[src/rtl/mem_arbiter.sv]
// Two-port memory arbiter: instruction fetch and data load/store share one memory port.
// One transaction in flight; data has priority, bounded so a pending fetch is never starved.
module mem_arbiter #(
  parameter int unsigned MAX_D_STREAK = 4
) (
  input  logic        clk,
  input  logic        rst_n,
  input  logic        i_req_valid,
  input  logic [31:0] i_req_addr,
  output logic        i_req_ready,
  output logic        i_resp_valid,
  output logic [31:0] i_resp_data,
  input  logic        d_req_valid,
  input  logic [31:0] d_req_addr,
  input  logic        d_req_fcn,
  input  logic [2:0]  d_req_typ,
  input  logic [31:0] d_req_wdata,
  output logic        d_req_ready,
  output logic        d_resp_valid,
  output logic [31:0] d_resp_data,
  output logic        d_resp_err,
  output logic        m_req_valid,
  input  logic        m_req_ready,
  output logic [31:0] m_req_addr,
  output logic        m_req_we,
  output logic [3:0]  m_req_be,
  output logic [31:0] m_req_wdata,
  input  logic        m_resp_valid,
  input  logic [31:0] m_resp_data
);

  // state | meaning
  // IDLE  | no transaction; arbitrate and grant (illegal data requests answered here)
  // ISSUE | m_req_valid held with stable fields until m_req_ready
  // WAIT  | request accepted; waiting for m_resp_valid
  typedef enum logic [1:0] {IDLE, ISSUE, WAIT} state_t;

  localparam logic [2:0] MT_B  = 3'd1;
  localparam logic [2:0] MT_H  = 3'd2;
  localparam logic [2:0] MT_W  = 3'd3;
  localparam logic [2:0] MT_BU = 3'd5;
  localparam logic [2:0] MT_HU = 3'd6;
  localparam logic [3:0] MAX_S = 4'(MAX_D_STREAK);

  state_t      state;
  logic [3:0]  streak;
  logic        own_d;
  logic        cur_we;
  logic [1:0]  lo_addr;
  logic [2:0]  cur_typ;

  logic        grant_d;
  logic        grant_i;
  logic        d_legal;
  logic [3:0]  st_be;
  logic [31:0] st_wdata;
  logic [15:0] lane;
  logic [31:0] load_data;

  assign grant_d = (state == IDLE) && d_req_valid && (!i_req_valid || (streak < MAX_S));
  assign grant_i = (state == IDLE) && i_req_valid && !grant_d;

  assign i_req_ready = rst_n && grant_i;
  assign d_req_ready = rst_n && grant_d;

  always_comb begin
    d_legal  = 1'b0;
    st_be    = 4'hF;
    st_wdata = d_req_wdata;
    case (d_req_typ)
      MT_B, MT_BU: begin
        d_legal  = 1'b1;
        st_be    = 4'b0001 << d_req_addr[1:0];
        st_wdata = {4{d_req_wdata[7:0]}};
      end
      MT_H, MT_HU: begin
        d_legal  = !d_req_addr[0];
        st_be    = 4'b0011 << {d_req_addr[1], 1'b0};
        st_wdata = {2{d_req_wdata[15:0]}};
      end
      MT_W:    d_legal = (d_req_addr[1:0] == 2'b00);
      default: d_legal = 1'b0;
    endcase
  end

  always_comb begin
    lane = 16'(m_resp_data >> {lo_addr, 3'b000});
    case (cur_typ)
      MT_B:    load_data = {{24{lane[7]}}, lane[7:0]};
      MT_BU:   load_data = {24'd0, lane[7:0]};
      MT_H:    load_data = {{16{lane[15]}}, lane};
      MT_HU:   load_data = {16'd0, lane};
      default: load_data = m_resp_data;
    endcase
  end

  always_ff @(posedge clk) begin
    if (!rst_n) begin
      state        <= IDLE;
      streak       <= 4'd0;
      own_d        <= 1'b0;
      cur_we       <= 1'b0;
      lo_addr      <= 2'd0;
      cur_typ      <= MT_W;
      m_req_valid  <= 1'b0;
      m_req_addr   <= 32'd0;
      m_req_we     <= 1'b0;
      m_req_be     <= 4'd0;
      m_req_wdata  <= 32'd0;
      i_resp_valid <= 1'b0;
      i_resp_data  <= 32'd0;
      d_resp_valid <= 1'b0;
      d_resp_data  <= 32'd0;
      d_resp_err   <= 1'b0;
    end else begin
      i_resp_valid <= 1'b0;
      d_resp_valid <= 1'b0;
      case (state)
        IDLE: begin
          if (grant_d) begin
            if (!i_req_valid)
              streak <= 4'd0;
            else if (streak < MAX_S)
              streak <= streak + 4'd1;
            if (!d_legal) begin
              // rejected without touching memory; answered on the next cycle
              d_resp_valid <= 1'b1;
              d_resp_err   <= 1'b1;
              d_resp_data  <= 32'd0;
            end else begin
              state       <= ISSUE;
              own_d       <= 1'b1;
              cur_we      <= d_req_fcn;
              lo_addr     <= d_req_addr[1:0];
              cur_typ     <= d_req_typ;
              m_req_valid <= 1'b1;
              m_req_addr  <= {d_req_addr[31:2], 2'b00};
              m_req_we    <= d_req_fcn;
              m_req_be    <= d_req_fcn ? st_be : 4'hF;
              m_req_wdata <= d_req_fcn ? st_wdata : 32'd0;
            end
          end else if (grant_i) begin
            streak      <= 4'd0;
            state       <= ISSUE;
            own_d       <= 1'b0;
            cur_we      <= 1'b0;
            lo_addr     <= i_req_addr[1:0];
            cur_typ     <= MT_W;
            m_req_valid <= 1'b1;
            m_req_addr  <= {i_req_addr[31:2], 2'b00};
            m_req_we    <= 1'b0;
            m_req_be    <= 4'hF;
            m_req_wdata <= 32'd0;
          end
        end
        ISSUE: begin
          if (m_req_ready) begin
            m_req_valid <= 1'b0;
            state       <= WAIT;
          end
        end
        WAIT: begin
          if (m_resp_valid) begin
            state <= IDLE;
            if (own_d) begin
              d_resp_valid <= 1'b1;
              d_resp_err   <= 1'b0;
              d_resp_data  <= cur_we ? 32'd0 : load_data;
            end else begin
              i_resp_valid <= 1'b1;
              i_resp_data  <= m_resp_data;
            end
          end
        end
        default: state <= IDLE;
      endcase
    end
  end

endmodule

[config.mk]
export PLATFORM = sky130hd
export DESIGN_NAME = mem_arbiter
export DESIGN_NICKNAME = d
export VERILOG_FILES = /design/src/rtl/mem_arbiter.sv
export SDC_FILE = /design/constraint.sdc
export NUM_CORES = 1
export LEC_CHECK = 0
export CAP_MARGIN = 10
export CORE_ASPECT_RATIO = 0.9
export CORE_UTILIZATION = 46
export DETAILED_ROUTE_END_ITERATION = 8
export PLACE_DENSITY = 0.91
export SYNTH_ARGS = -nofsm -noshare
export SYNTH_HDL_FRONTEND = slang
export SYNTH_SLANG_ARGS = --single-unit
[constraint.sdc]
create_clock -name clk -period 2.85 [get_ports clk]
set_input_delay 0.57 -clock clk [delete_from_list [all_inputs] [get_ports clk]]
set_output_delay 0.57 -clock clk [all_outputs]
set_load 0.02 [all_outputs]
=== After elaboration in Yosys (flattened, before gate mapping) ===
Index checks and enable logic that the tools add are counted.

* Reduce and logical (&&, ||, !) cells: 24
* Multiplexer cells: 57
* Eq/ne operators: 20
* Shifts and indexed selects: 3
* Bitwise logic cells: 1
* $lt $le $gt $ge: 1
* Add/sub/neg operators: 1

{| class="wikitable"
|+ Operators by type and width
! cell !! count
|-
| 2-to-1 mux 32 bit || 12
|-
| one-hot mux 32 bit (2 select lines) || 2
|-
| one-hot mux 32 bit (4 select lines) || 1
|-
| 2-to-1 mux 4 bit || 8
|-
| >> shifter 32 x 5 -> 16 bit || 1
|-
| 2-to-1 mux 1 bit || 17
|-
| 2-to-1 mux 2 bit || 8
|-
| == test 3 bit (second input constant) || 4
|-
| AND reduction 3 bit || 4
|-
| inequality test 2 bit (second input constant) || 5
|-
| == test 3 x 2 -> 1 bit (second input constant) || 3
|-
| 2-to-1 mux 3 bit || 3
|-
| one-hot mux 4 bit (2 select lines) || 1
|-
| AND reduction 4 bit || 2
|-
| == test 3 x 1 -> 1 bit (second input constant) || 2
|-
| logical AND 1 bit || 6
|-
| inequality test 3 bit (second input constant) || 2
|-
| one-hot mux 1 bit (2 select lines) || 3
|-
| one-hot mux 2 bit (3 select lines) || 1
|-
| nonzero test 2 bit || 3
|-
| AND reduction 5 bit || 1
|-
| adder 4 x 1 -> 4 bit (second input constant) || 1
|-
| zero test 2 bit || 2
|-
| less-than comparator 4 x 3 -> 1 bit (second input constant) || 1
|-
| 11 further kinds || 14
|}

* Bits of input ports: 138
* Register bits: 149
* Output and inout port bits: 139

=== Depth between registers and ports, before layout ===
Gate-level depths: netlist of run 1.

* Word-level depth: 8
* Gate-level depth with buffers: 8

=== Worst setup path before layout of run 1 ===
OpenSTA, ideal clock, no wires.

* Kind: in2out
* Start point: input port rst_n
* End point: output port d_req_ready
* Data arrival time: 1611 ps
* Setup slack: 669 ps
* Stages on the path: 5
* Cell sequence: clkbuf_1 inv_2 buf_1 buf_1 nor2_1

* Cells in the longest elaborated chain, start to end: 1

{| class="wikitable"
|+ Ends and longest elaborated chain
! what !! line !! RTL
|-
| start, declared || 7 || <nowiki>input logic rst_n,</nowiki>
|-
| logical AND 1 bit || 64 || <nowiki>assign d_req_ready = rst_n && grant_d;</nowiki>
|-
| end, declared || 18 || <nowiki>output logic d_req_ready,</nowiki>
|}

No other way between the ends.

=== Final worst setup path of run 1 ===
* Start point: input port i_req_valid
* End point: output port i_req_ready

* Cells in the longest elaborated chain, start to end: 6
* Elaborated cells between the ends (all ways): 7

{| class="wikitable"
|+ Ends and longest elaborated chain
! what !! line !! RTL
|-
| start, declared || 8 || <nowiki>input logic i_req_valid,</nowiki>
|-
| zero test 1 bit || - ||
|-
| logical OR 1 bit || 60 || <nowiki>assign grant_d = (state == IDLE) && d_req_valid && (!i_req_valid || (streak < MAX_S));</nowiki>
|-
| logical AND 1 bit || 60 ||
|-
| zero test 1 bit || 61 || <nowiki>assign grant_i = (state == IDLE) && i_req_valid && !grant_d;</nowiki>
|-
| logical AND 1 bit (*) || 61 ||
|-
| logical AND 1 bit (*) || 63 || <nowiki>assign i_req_ready = rst_n && grant_i;</nowiki>
|-
| end, declared || 10 || <nowiki>output logic i_req_ready,</nowiki>
|}

Mark *: on every way between the ends. The rest lies on a longest branch, timed or not.

==> results of run 1 <==
## sequential cells by signal (all words and copies together) (netlist names)
| signal | count |
|---|---|
| d_resp_valid | 1 |
| i_resp_valid | 1 |
| state | 2 |
| cur_typ | 3 |
| i_resp_data | 32 |
| m_req_wdata | 32 |
| m_req_be | 4 |
| m_req_addr | 30 |
| d_resp_data | 32 |
| cur_we | 1 |
| own_d | 1 |
| m_req_valid | 1 |
| lo_addr | 2 |
| streak | 4 |
| d_resp_err | 1 |
## power groups by stage
stage | Clock (mW) | Sequential [mW] | Combinational [mW]
floorplan | 0 | 2.38 | 0.548
CTS | 2.46 | 2.23 | 1.21
global route | 2.55 | 2.24 | 1.31
finish | 2.42 | 2.23 | 1.21
detailed placement | 0 | 2.27 | 1.20
global placement | 0 | 2.27 | 1.18
## cell type report
cell class	count	area [um^2]	share of cell area
timing repair buffer	294	2943	0.2945
clock buffer	18	439.2	0.04395
sequential	147	2943	0.2945
tap	189	236.5	0.02366
clock inverter	14	202.7	0.02028
inverter	11	42.54	0.004257
multi-input combinational	550	3187	0.3189
## placed cells by master (no fill, tap or decap), drive strengths merged, types with 10 or more instances in the layout
cell and instances:
a21oi 45, buf 20, nand2 168, inv 13, clkdlybuf4s50 274, o21ai 39, a311oi 32, a22oi 37
mux2i 10, nand3 16, clkbuf 18, dfxtp 147, nor2 92, o2bb2ai 30
## worst paths after layout
| kind | start | end | slack [ns] | cells past startpoint |
|---|---|---|---|---|
| max | i_req_valid | i_req_ready | 0.18 | 5 |
| min | i_resp_data[24]$_SDFFE_PN0P_ | i_resp_data[24]$_SDFFE_PN0P_ | 0.45 | 2 |
| max reg2reg | lo_addr[0]$_SDFFE_PN0P_ | d_resp_data[20]$_SDFFE_PN0P_ | 0.74 | 5 |
| min reg2reg | i_resp_data[24]$_SDFFE_PN0P_ | i_resp_data[24]$_SDFFE_PN0P_ | 0.45 | 2 |
## worst max-delay path, stage by stage
cell,delay (ns)
clkdlybuf4s50_1,0.48
o21ai_1,0.11
nand3_2,0.12
and4_1,0.19
clkdlybuf4s50_1,0.63
## per-stage QoR
| step | utilization | total power [mW] | hold slack, ns | cell area (um^2) | setup slack [ns] |
|---|---|---|---|---|---|
| 6_report | 0.7368 | 5.868 | 0.4521 | 9993 | 0.1764 |
| 2_1_floorplan | - | 2.924 | 0.4440 | 6494 | 0.6686 |
| 4_1_cts | 0.7368 | 5.898 | 0.4546 | 9993 | 0.1705 |
| 3_5_place_dp | 0.6895 | 3.473 | 0.4464 | 9351 | 0.09350 |
| 3_3_place_gp | 0.6895 | 3.452 | 0.4410 | 9351 | 0.1721 |
| 5_1_grt | 0.7368 | 6.105 | 0.4727 | 9993 | 0.09620 |
## kinds of logic (layout without fill, tap and decap cells)
group,count (synthesis),after routing,synth area share
AOI/OAI and AO/OA,220,220,0.2560
xor gates and xnor gates,1,1,0.002507
adders and majority gates,4,4,0.007712
buffers and inverters,79,337,0.05649
DFF,147,147,0.4534
muxes,12,12,0.01889
other,1,2,0.0005778
and+or+nand+nor,311,311,0.2044
## layer usage
layer	vias to the layer above	track usage	wire length, um
met5	-	0	0
met3	43	0.09860	2091
met4	0	0.1278	638
li1	3226	-	-
met1	3140	0.3499	8593
met2	344	0.4711	9762
==> impl_metrics.py, run 1 <==
metrics = {
    "outcome": {
        "status": "finished, final reports clean",
    },
    "synth": {
        "async_flop_share": 0,
        "yosys.area.top_type_share": 0.4534,
        "synth_edf_count": 0,
        "synth.area.top_cells": "dfxtp_1 (45%), nand2_1 (9.7%), nor2_1 (5.2%)",
        "yosys-top-cells-count": "nand2_1 (168), dfxtp_1 (147), nor2_1 (90)",
        "yosysMostFrequentCell": "nand2_1",
        "ys_types": 53,
        "ys.flop_type": "dfxtp_1",
        "netlist_area_mm2": 0.006490,
        "ys_warn_count": 0,
        "synth_area_per_cell_um2": 8.374,
        "yosysTopAreaCell": "dfxtp_1",
        "synth_cells": 775,
        "yosys_register_bits": 147,
        "yosysSeqAreaShare": 0.4534,
    },
    "die": {
        "ioPinCount": 277,
        "start_util": 0.4785,
        "die_area_mm2": 0.01459,
        "core_area_mm2": 0.01356,
        "die_x_um": 127.2,
        "rows": 40,
        "die_h_um": 114.7,
    },
    "sta": {
        "drv_slew": 0,
        "min_period_ns": 2.674,
        "tns_ns": 0,
        "setup_violations": 0,
        "worst_pin_slew_ns": 0.6687,
        "grt_setup_unrepaired": "false",
        "slew_headroom": 0.5542,
        "fmaxAchievable_ghz": 0.3740,
        "fin_crit_sh": 0.9381,
        "clock_skew_ns": 0.005530,
        "hold_viol_final": 0,
    },
    "power_and_ir_drop": {
        "p_leak_nw": 3.595,
        "swShare": 0.2810,
        "p_comb_frac": 0.207,
        "pwr-share-seq": 0.380,
        "power_switching_mw": 1.649,
        "internal_power_mw": 4.219,
        "ir_worst_vdd_mv": 0.5026,
        "pwr-share-clk": 0.413,
        "p_per_area_mw_per_mm2": 587.2,
    },
    "cts": {
        "clkSinkCount": 147,
        "clockBufferDepth": 2,
        "htree_levels": 4,
        "insertion_delay_ns": 0.43,
        "cts_hold_buffers": 0,
        "cts-buffers-inserted": 17,
        "root_buffer": "clkbuf_16",
        "cts.reportedPaths.clkPinSlew_ns": 0.06,
        "cts_resized": 0,
        "cts_tree": "done",
        "postCtsSetupRepairBufs": 0,
    },
    "finish": {
        "num_antenna_cells": 0,
        "layout-drive-gt1-share": 0.07834,
        "fillers": 981,
        "nNetsFinal": 1163,
        "area_growth_syn_to_layout_pct": 53.98,
        "fin_cells": 1223,
    },
    "drt": {
        "route.detailed.drc": 0,
        "drtPass1Iterations": 5,
        "viasPerCell": 5.522,
        "drt_iter0_drc": 599,
        "ant_nets": 0,
        "wire_per_inst_um": 17.24,
        "num_vias": 6753,
        "wirelength_um": 21080,
    },
    "grt": {
        "antenna_found_initial": 0,
        "grt_first_pass_wirelength_um": 32750,
        "grt_usage": 0.2902,
        "grt_overflow": 0,
        "grt_max_degree": 109,
        "grt_pass1_vias": 6336,
    },
    "placement": {
        "numPortBuffers": 274,
        "dp.cells": 1191,
        "place_congestion": 0.9036,
        "dp_hpwl_um": 14810,
    },
    "worst_setup_path": {
        "crit_fanout": 4,
        "endpoint_kind": "output pin",
        "crit_arrival_ns": 2.10,
        "worstSetupStartpointType": "input pin",
        "cp.required_ns": 2.28,
        "critical_path_class": "input pin to output pin",
    },
    "min_path": {
        "hp-class": "register to register",
    },
    "flow_run": {
        "drv_cap": 0,
    },
}
No activity file was read; power rests on OpenSTA's default activity.
==> run 2, diff against run 1 <==
--- a/config.mk
+++ b/config.mk
@@ -7,9 +7,10 @@
 export LEC_CHECK = 0
 export CAP_MARGIN = 10
 export CORE_ASPECT_RATIO = 0.9
-export CORE_UTILIZATION = 46
+export CORE_UTILIZATION = 43
+export CTS_CLUSTER_SIZE = 8
 export DETAILED_ROUTE_END_ITERATION = 8
-export PLACE_DENSITY = 0.91
+export PLACE_DENSITY = 0.86
 export SYNTH_ARGS = -nofsm -noshare
 export SYNTH_HDL_FRONTEND = slang
 export SYNTH_SLANG_ARGS = --single-unit
==> constraint.sdc (replaced) <==
create_clock -name clk -period 2.61 [get_ports clk]
set_input_delay 0.522 -clock clk [delete_from_list [all_inputs] [get_ports clk]]
set_output_delay 0.522 -clock clk [all_outputs]
set_load 0.02 [all_outputs]
==> run 2 against run 1 <==
  * Via count is 0.16% higher
  * Critical endpoint unchanged
  * Die area is 6.9% higher
  * Design area is 1.4% higher
  * Combinational power is 12% higher
  * Register-to-register slack worse by 0.04 ns
  * Power is 10% higher
  * Setup slack worse by 0.15 ns
  * Largest cell class unchanged
  * Critical path depth stayed put
  * Clock power is 9.9% higher
  * Sequential share of layout area is 0.39 points lower
  * Highest routed layer unchanged
  * Wire length is 0.23% higher
==> impl_metrics.py, run 2 (same netlist as run 1, synthesis figures left out) <==
metrics = {
    "worst_setup_path": {
        "r2r-end": "d_resp_data[13]$_SDFFE_PN0P_",
        "critical_path_class": "input pin to output pin",
        "crit_chain": "clkdlybuf4s50_1 -> o21ai_1 -> nand3_2 -> and4_1 -> clkdlybuf4s50_1",
        "crit_arrival_ns": 2.06,
        "worstSetupStartpointType": "input pin",
        "slowest_delay_ns": 0.60,
        "cp_slowest_cell": "clkdlybuf4s50_1",
        "endpoint_kind": "output pin",
        "critPathTopFamily": "buffers and inverters",
        "rr_worst_depth": 6,
        "cp.required_ns": 2.09,
        "crit_fanout": 4,
        "reg2reg_setup_slack_ns": 0.70,
        "r2r-start": "state[1]$_SDFFE_PN0P_",
        "crit_top_cell": "clkdlybuf4s50_1",
        "cp_num_buf_inv": 2,
        "startpoint": "i_req_valid",
    },
    "cts": {
        "cts-buffers-inserted": 17,
        "cts.reportedPaths.clkPinSlew_ns": 0.07,
        "cts_tree": "done",
        "htree_levels": 4,
        "root_buffer": "clkbuf_16",
        "cts_hold_buffers": 0,
        "clockBufferDepth": 2,
        "insertion_delay_ns": 0.42,
        "clkSinkCount": 147,
    },
    "sta": {
        "holdWs_ns": 0.4542,
        "worst_pin_slew_ns": 0.6486,
        "fmaxAchievable_ghz": 0.3867,
        "min_period_ns": 2.586,
        "hold_viol_final": 0,
        "setup_violations": 0,
        "setup_ws_ns": 0.02395,
        "clock_skew_ns": 0.008618,
        "fin_crit_sh": 0.9908,
        "grt_setup_unrepaired": "false",
        "drv_slew": 0,
        "slew_headroom": 0.5676,
    },
    "finish": {
        "fin_cells": 1243,
        "layout-drive-gt1-share": 0.08804,
        "fillers": 1130,
        "top_regs": "d_resp_data: 32 flops, i_resp_data: 32 flops, m_req_wdata: 32 flops",
        "layout_common_cells": "clkdlybuf4s50_1 (273), nand2_1 (168), dfxtp_1 (147)",
        "nNetsFinal": 1174,
        "num_antenna_cells": 0,
        "layout_commonest_cell": "clkdlybuf4s50_1",
        "area_growth_syn_to_layout_pct": 56.06,
    },
    "power_and_ir_drop": {
        "swShare": 0.2840,
        "ir_worst_vdd_mv": 0.4416,
        "pwr-share-clk": 0.413,
        "internal_power_mw": 4.619,
        "power_switching_mw": 1.833,
        "p_comb_frac": 0.209,
        "pwr-share-seq": 0.378,
        "p_per_area_mw_per_mm2": 637.0,
        "p_leak_nw": 3.668,
    },
    "drt": {
        "wire_per_inst_um": 17.00,
        "drtPass1Iterations": 5,
        "ant_nets": 0,
        "wirelength_um": 21130,
        "viasPerCell": 5.442,
        "drt_iter0_drc": 561,
        "route.detailed.drc": 0,
        "num_vias": 6764,
    },
    "placement": {
        "dp.cells": 1211,
        "numPortBuffers": 274,
        "place_congestion": 0.8738,
        "preCtsSetupSlack_ns": -0.006064,
        "dp_hpwl_um": 15120,
    },
    "grt": {
        "grtUsageMet3": 0.06993,
        "gr-usage-met1": 0.3507,
        "grtUsageMet2": 0.4408,
        "grt_first_pass_wirelength_um": 33440,
        "grt_pass1_vias": 6406,
        "grt_busiest_layer": "met2",
        "grt_max_degree": 108,
        "grt_overflow": 0,
        "grt_usage": 0.2728,
        "antenna_found_initial": 0,
    },
    "die": {
        "die_h_um": 118.6,
        "die_x_um": 131.5,
        "core_area_mm2": 0.01471,
        "start_util": 0.4411,
        "rows": 42,
        "ioPinCount": 277,
        "die_area_mm2": 0.01559,
    },
    "min_path": {
        "hold-path-endpoint": "i_resp_data[25]$_SDFFE_PN0P_",
        "worstHoldStart": "i_resp_data[25]$_SDFFE_PN0P_",
        "worstHoldPathCells": 2,
        "hp-class": "register to register",
    },
    "flow_run": {
        "drv_cap": 0,
    },
    "outcome": {
        "status": "finished, final reports clean",
    },
}
==> run 2: cell count changes in the layout (fill, tap and decap cells not counted) <==
cell and delta:
clkbuf_8 -1, buf_4 +8, clkinv_2 -1, clkinvlp_4 -1, buf_12 +3, clkinv_4 +1, dlygate4sd2_1 +1, inv_8 +2
clkdlybuf4s50_1 -1
==> run 2: through the flow <==
stage          utilization  total power [mW]  instance area, um^2  setup TNS, ns
6_report            0.6884             6.452                10130              0
3_3_place_gp        0.6445             3.802                 9483              0
2_1_floorplan            -             3.193                 6494              0
5_1_grt             0.6884             6.718                10130              0
4_1_cts             0.6884             6.482                10130              0
3_5_place_dp        0.6445             3.822                 9483      -0.006064
==> run 2: routing by layer <==
metal,part of all wire,vias to the layer above
met1,0.43,3139
met3,0.080,37
met5,0,-
met2,0.47,332
met4,0.022,0
li1,-,3256
==> run 2: power by group through the flow <==
stage	combinational, mW	clock [mW]	sequential (mW)
after floorplan	0.598	0	2.59
after CTS	1.35	2.70	2.44
after global routing	1.45	2.82	2.45
after global placement	1.32	0	2.48
final	1.35	2.66	2.44
after detailed placement	1.34	0	2.48
==> run 2: worst register-to-register path, stage by stage (launching register included) <==
cell	delay, ns
dfxtp_1	0.33
nor2_2	0.28
and3_1	0.45
nand2_1	0.17
and3_1	0.25
buf_12	0.17
o2bb2ai_1	0.15
==> run 2: how the worst max path moves through the flow <==
stage | end | depth (start not counted) | slack, ns
6_report | i_req_ready | 5 | 0.02
2_1_floorplan | d_req_ready | 5 | 0.52
3_3_place_gp | i_req_ready | 3 | 0.05
4_1_cts | i_req_ready | 5 | 0.03
5_1_grt | i_req_ready | 5 | 0.01
3_5_place_dp | d_req_ready | 4 | -0.006
==> run 2: repair_timing <==
| action | in CTS | in global routing |
|---|---|---|
| setup buffers | 0 | 0 |
| resized for setup | 1 | 0 |
| endpoints found under the setup margin | 1 | 0 |
==> run 2: area by class of cell <==
type                    instances  area (um^2)  area share
multi-input cells             550         3187      0.3146
inverters                      11        42.54    0.004200
clock buffers                  17        425.4     0.04200
well taps                     198        247.7     0.02446
clock inverters                15        221.5     0.02187
flip-flops and latches        147         2943      0.2905
repair buffers                305         3062      0.3023
==> run 3, diff against run 2 <==
==> constraint.sdc (replaced) <==
create_clock -name clk -period 2.8 [get_ports clk]
set_input_delay 0.56 -clock clk [delete_from_list [all_inputs] [get_ports clk]]
set_output_delay 0.56 -clock clk [all_outputs]
set_load 0.1 [all_outputs]
==> run 3 against run 2 <==
  * Count of clock-buffer cells in the layout increased by 5
  * Design area decreased by 5.0%
  * Flip-flop and latch count unchanged
  * Power decreased by 1.4%
  * Sequential share of layout area increased by 1.5 points
  * Clock power decreased by 14%
  * Highest routed layer unchanged
==> impl_metrics.py, run 3 (same netlist as run 1, synthesis figures left out) <==
metrics = {
    "outcome": {
        "status": "finished, final reports clean",
    },
    "die": {
        "ioPinCount": 277,
        "rows": 42,
        "die_x_um": 131.5,
        "start_util": 0.4411,
        "die_area_mm2": 0.01559,
        "die_h_um": 118.6,
        "core_area_mm2": 0.01471,
    },
    "sta": {
        "setup_violations": 0,
        "grt_setup_unrepaired": "false",
        "tns_ns": 0,
        "holdWs_ns": 0.4549,
        "fin_crit_sh": 0.9227,
        "min_period_ns": 2.584,
        "drv_slew": 0,
        "slew_headroom": 0.5221,
        "hold_viol_final": 0,
        "worst_pin_slew_ns": 0.7168,
        "clock_skew_ns": 0.008109,
        "setup_ws_ns": 0.2163,
        "fmaxAchievable_ghz": 0.3870,
    },
    "drt": {
        "drtPass1Iterations": 5,
        "drt_iter0_drc": 599,
        "wire_per_inst_um": 16.70,
        "num_vias": 6714,
        "wl_met3_um": 1426,
        "wirelength_um": 20570,
        "route.detailed.drc": 0,
        "ant_nets": 0,
        "wl_met2_um": 9397,
        "highest_layer": "met4",
        "m1WireLength_um": 9246,
        "viasPerCell": 5.450,
    },
    "placement": {
        "dp_hpwl_um": 14760,
        "place_congestion": 0.8529,
        "dp.cells": 1200,
        "numPortBuffers": 274,
        "dpl_cell_area_mm2": 0.009022,
        "preCtsSetupSlack_ns": 0.07310,
    },
    "worst_setup_path": {
        "crit_fanout": 8,
        "cp.required_ns": 2.24,
        "cp_num_buf_inv": 2,
        "slowest_delay_ns": 0.49,
        "crit_arrival_ns": 2.02,
        "cp_slowest_cell": "clkdlybuf4s50_1",
        "worstSetupStartpointType": "input pin",
        "crit_chain": "clkdlybuf4s50_1 -> o21ai_1 -> nand3_2 -> and4_1 -> buf_12",
        "endpoint_kind": "output pin",
        "critical_path_class": "input pin to output pin",
        "critPathTopFamily": "buffers and inverters",
    },
    "flow_run": {
        "drv_cap": 0,
    },
    "finish": {
        "layout_commonest_cell": "nand2_1",
        "layout_common_cells": "nand2_1 (168), buf_4 (153), dfxtp_1 (147)",
        "top_regs": "d_resp_data: 32 flops, i_resp_data: 32 flops, m_req_wdata: 32 flops",
        "nNetsFinal": 1163,
        "fin_util": 0.6537,
        "area_growth_syn_to_layout_pct": 48.22,
        "fin_cells": 1232,
        "final_area_mm2": 0.009619,
        "num_antenna_cells": 0,
        "layout-drive-gt1-share": 0.2099,
    },
    "min_path": {
        "hp-class": "register to register",
    },
    "cts": {
        "root_buffer": "clkbuf_16",
        "cts.reportedPaths.clkPinSlew_ns": 0.06,
        "cts-buffers-inserted": 17,
        "cts_hold_buffers": 0,
        "cts_resized": 0,
        "clkSinkCount": 147,
        "htree_levels": 4,
        "cts_tree": "done",
        "insertion_delay_ns": 0.42,
        "clockBufferDepth": 2,
        "postCtsSetupRepairBufs": 0,
    },
    "power_and_ir_drop": {
        "p_leak_nw": 3.834,
        "total_power_mw": 6.363,
        "ir_worst_vdd_mv": 0.4310,
        "p_per_area_mw_per_mm2": 661.5,
    },
    "grt": {
        "grt_first_pass_wirelength_um": 32780,
        "grt_pass1_vias": 6247,
        "grt_max_degree": 67,
        "antenna_found_initial": 0,
        "grt_usage": 0.2660,
        "grt_overflow": 0,
    },
}
## run 3: power breakdown
part | switching, mW | internal [mW]
Clock | 0.901 | 1.39
Sequential | 0.0706 | 2.20
Combinational | 1.27 | 0.530
## run 3: area by class of cell
class / count / area, um^2
clock inverter: 10 / 122.6
clock buffer: 22 / 474.2
multi-input combinational: 550 / 3189
sequential: 147 / 2943
tap: 198 / 247.7
inverter: 11 / 42.54
timing repair buffer: 294 / 2600
fill: 1191 / 5095
## run 3: layer usage
| layer | vias up | track usage |
|---|---|---|
| met5 | - | 0 |
| met3 | 41 | 0.06221 |
| met4 | 0 | 0.1032 |
| met2 | 311 | 0.4183 |
| li1 | 3231 | - |
| met1 | 3131 | 0.3524 |
## run 3: final timing paths
kind                                 start                           end  slack [ns]  cells past startpoint
setup / recovery               i_req_valid                   i_req_ready        0.22                      5
hold / removal    m_req_valid$_SDFFE_PN0P_      m_req_valid$_SDFFE_PN0P_        0.45                      2
setup reg to reg   lo_addr[0]$_SDFFE_PN0P_  d_resp_data[30]$_SDFFE_PN0P_        0.87                      5
hold reg to reg   m_req_valid$_SDFFE_PN0P_      m_req_valid$_SDFFE_PN0P_        0.45                      2
## run 3: worst register-to-register path, stage by stage, from the launching register on
cell	delay, ns
dfxtp_1	0.46
buf_4	0.36
mux2i_1	0.12
o221ai_1	0.31
nand4_4	0.35
o2bb2ai_1	0.25
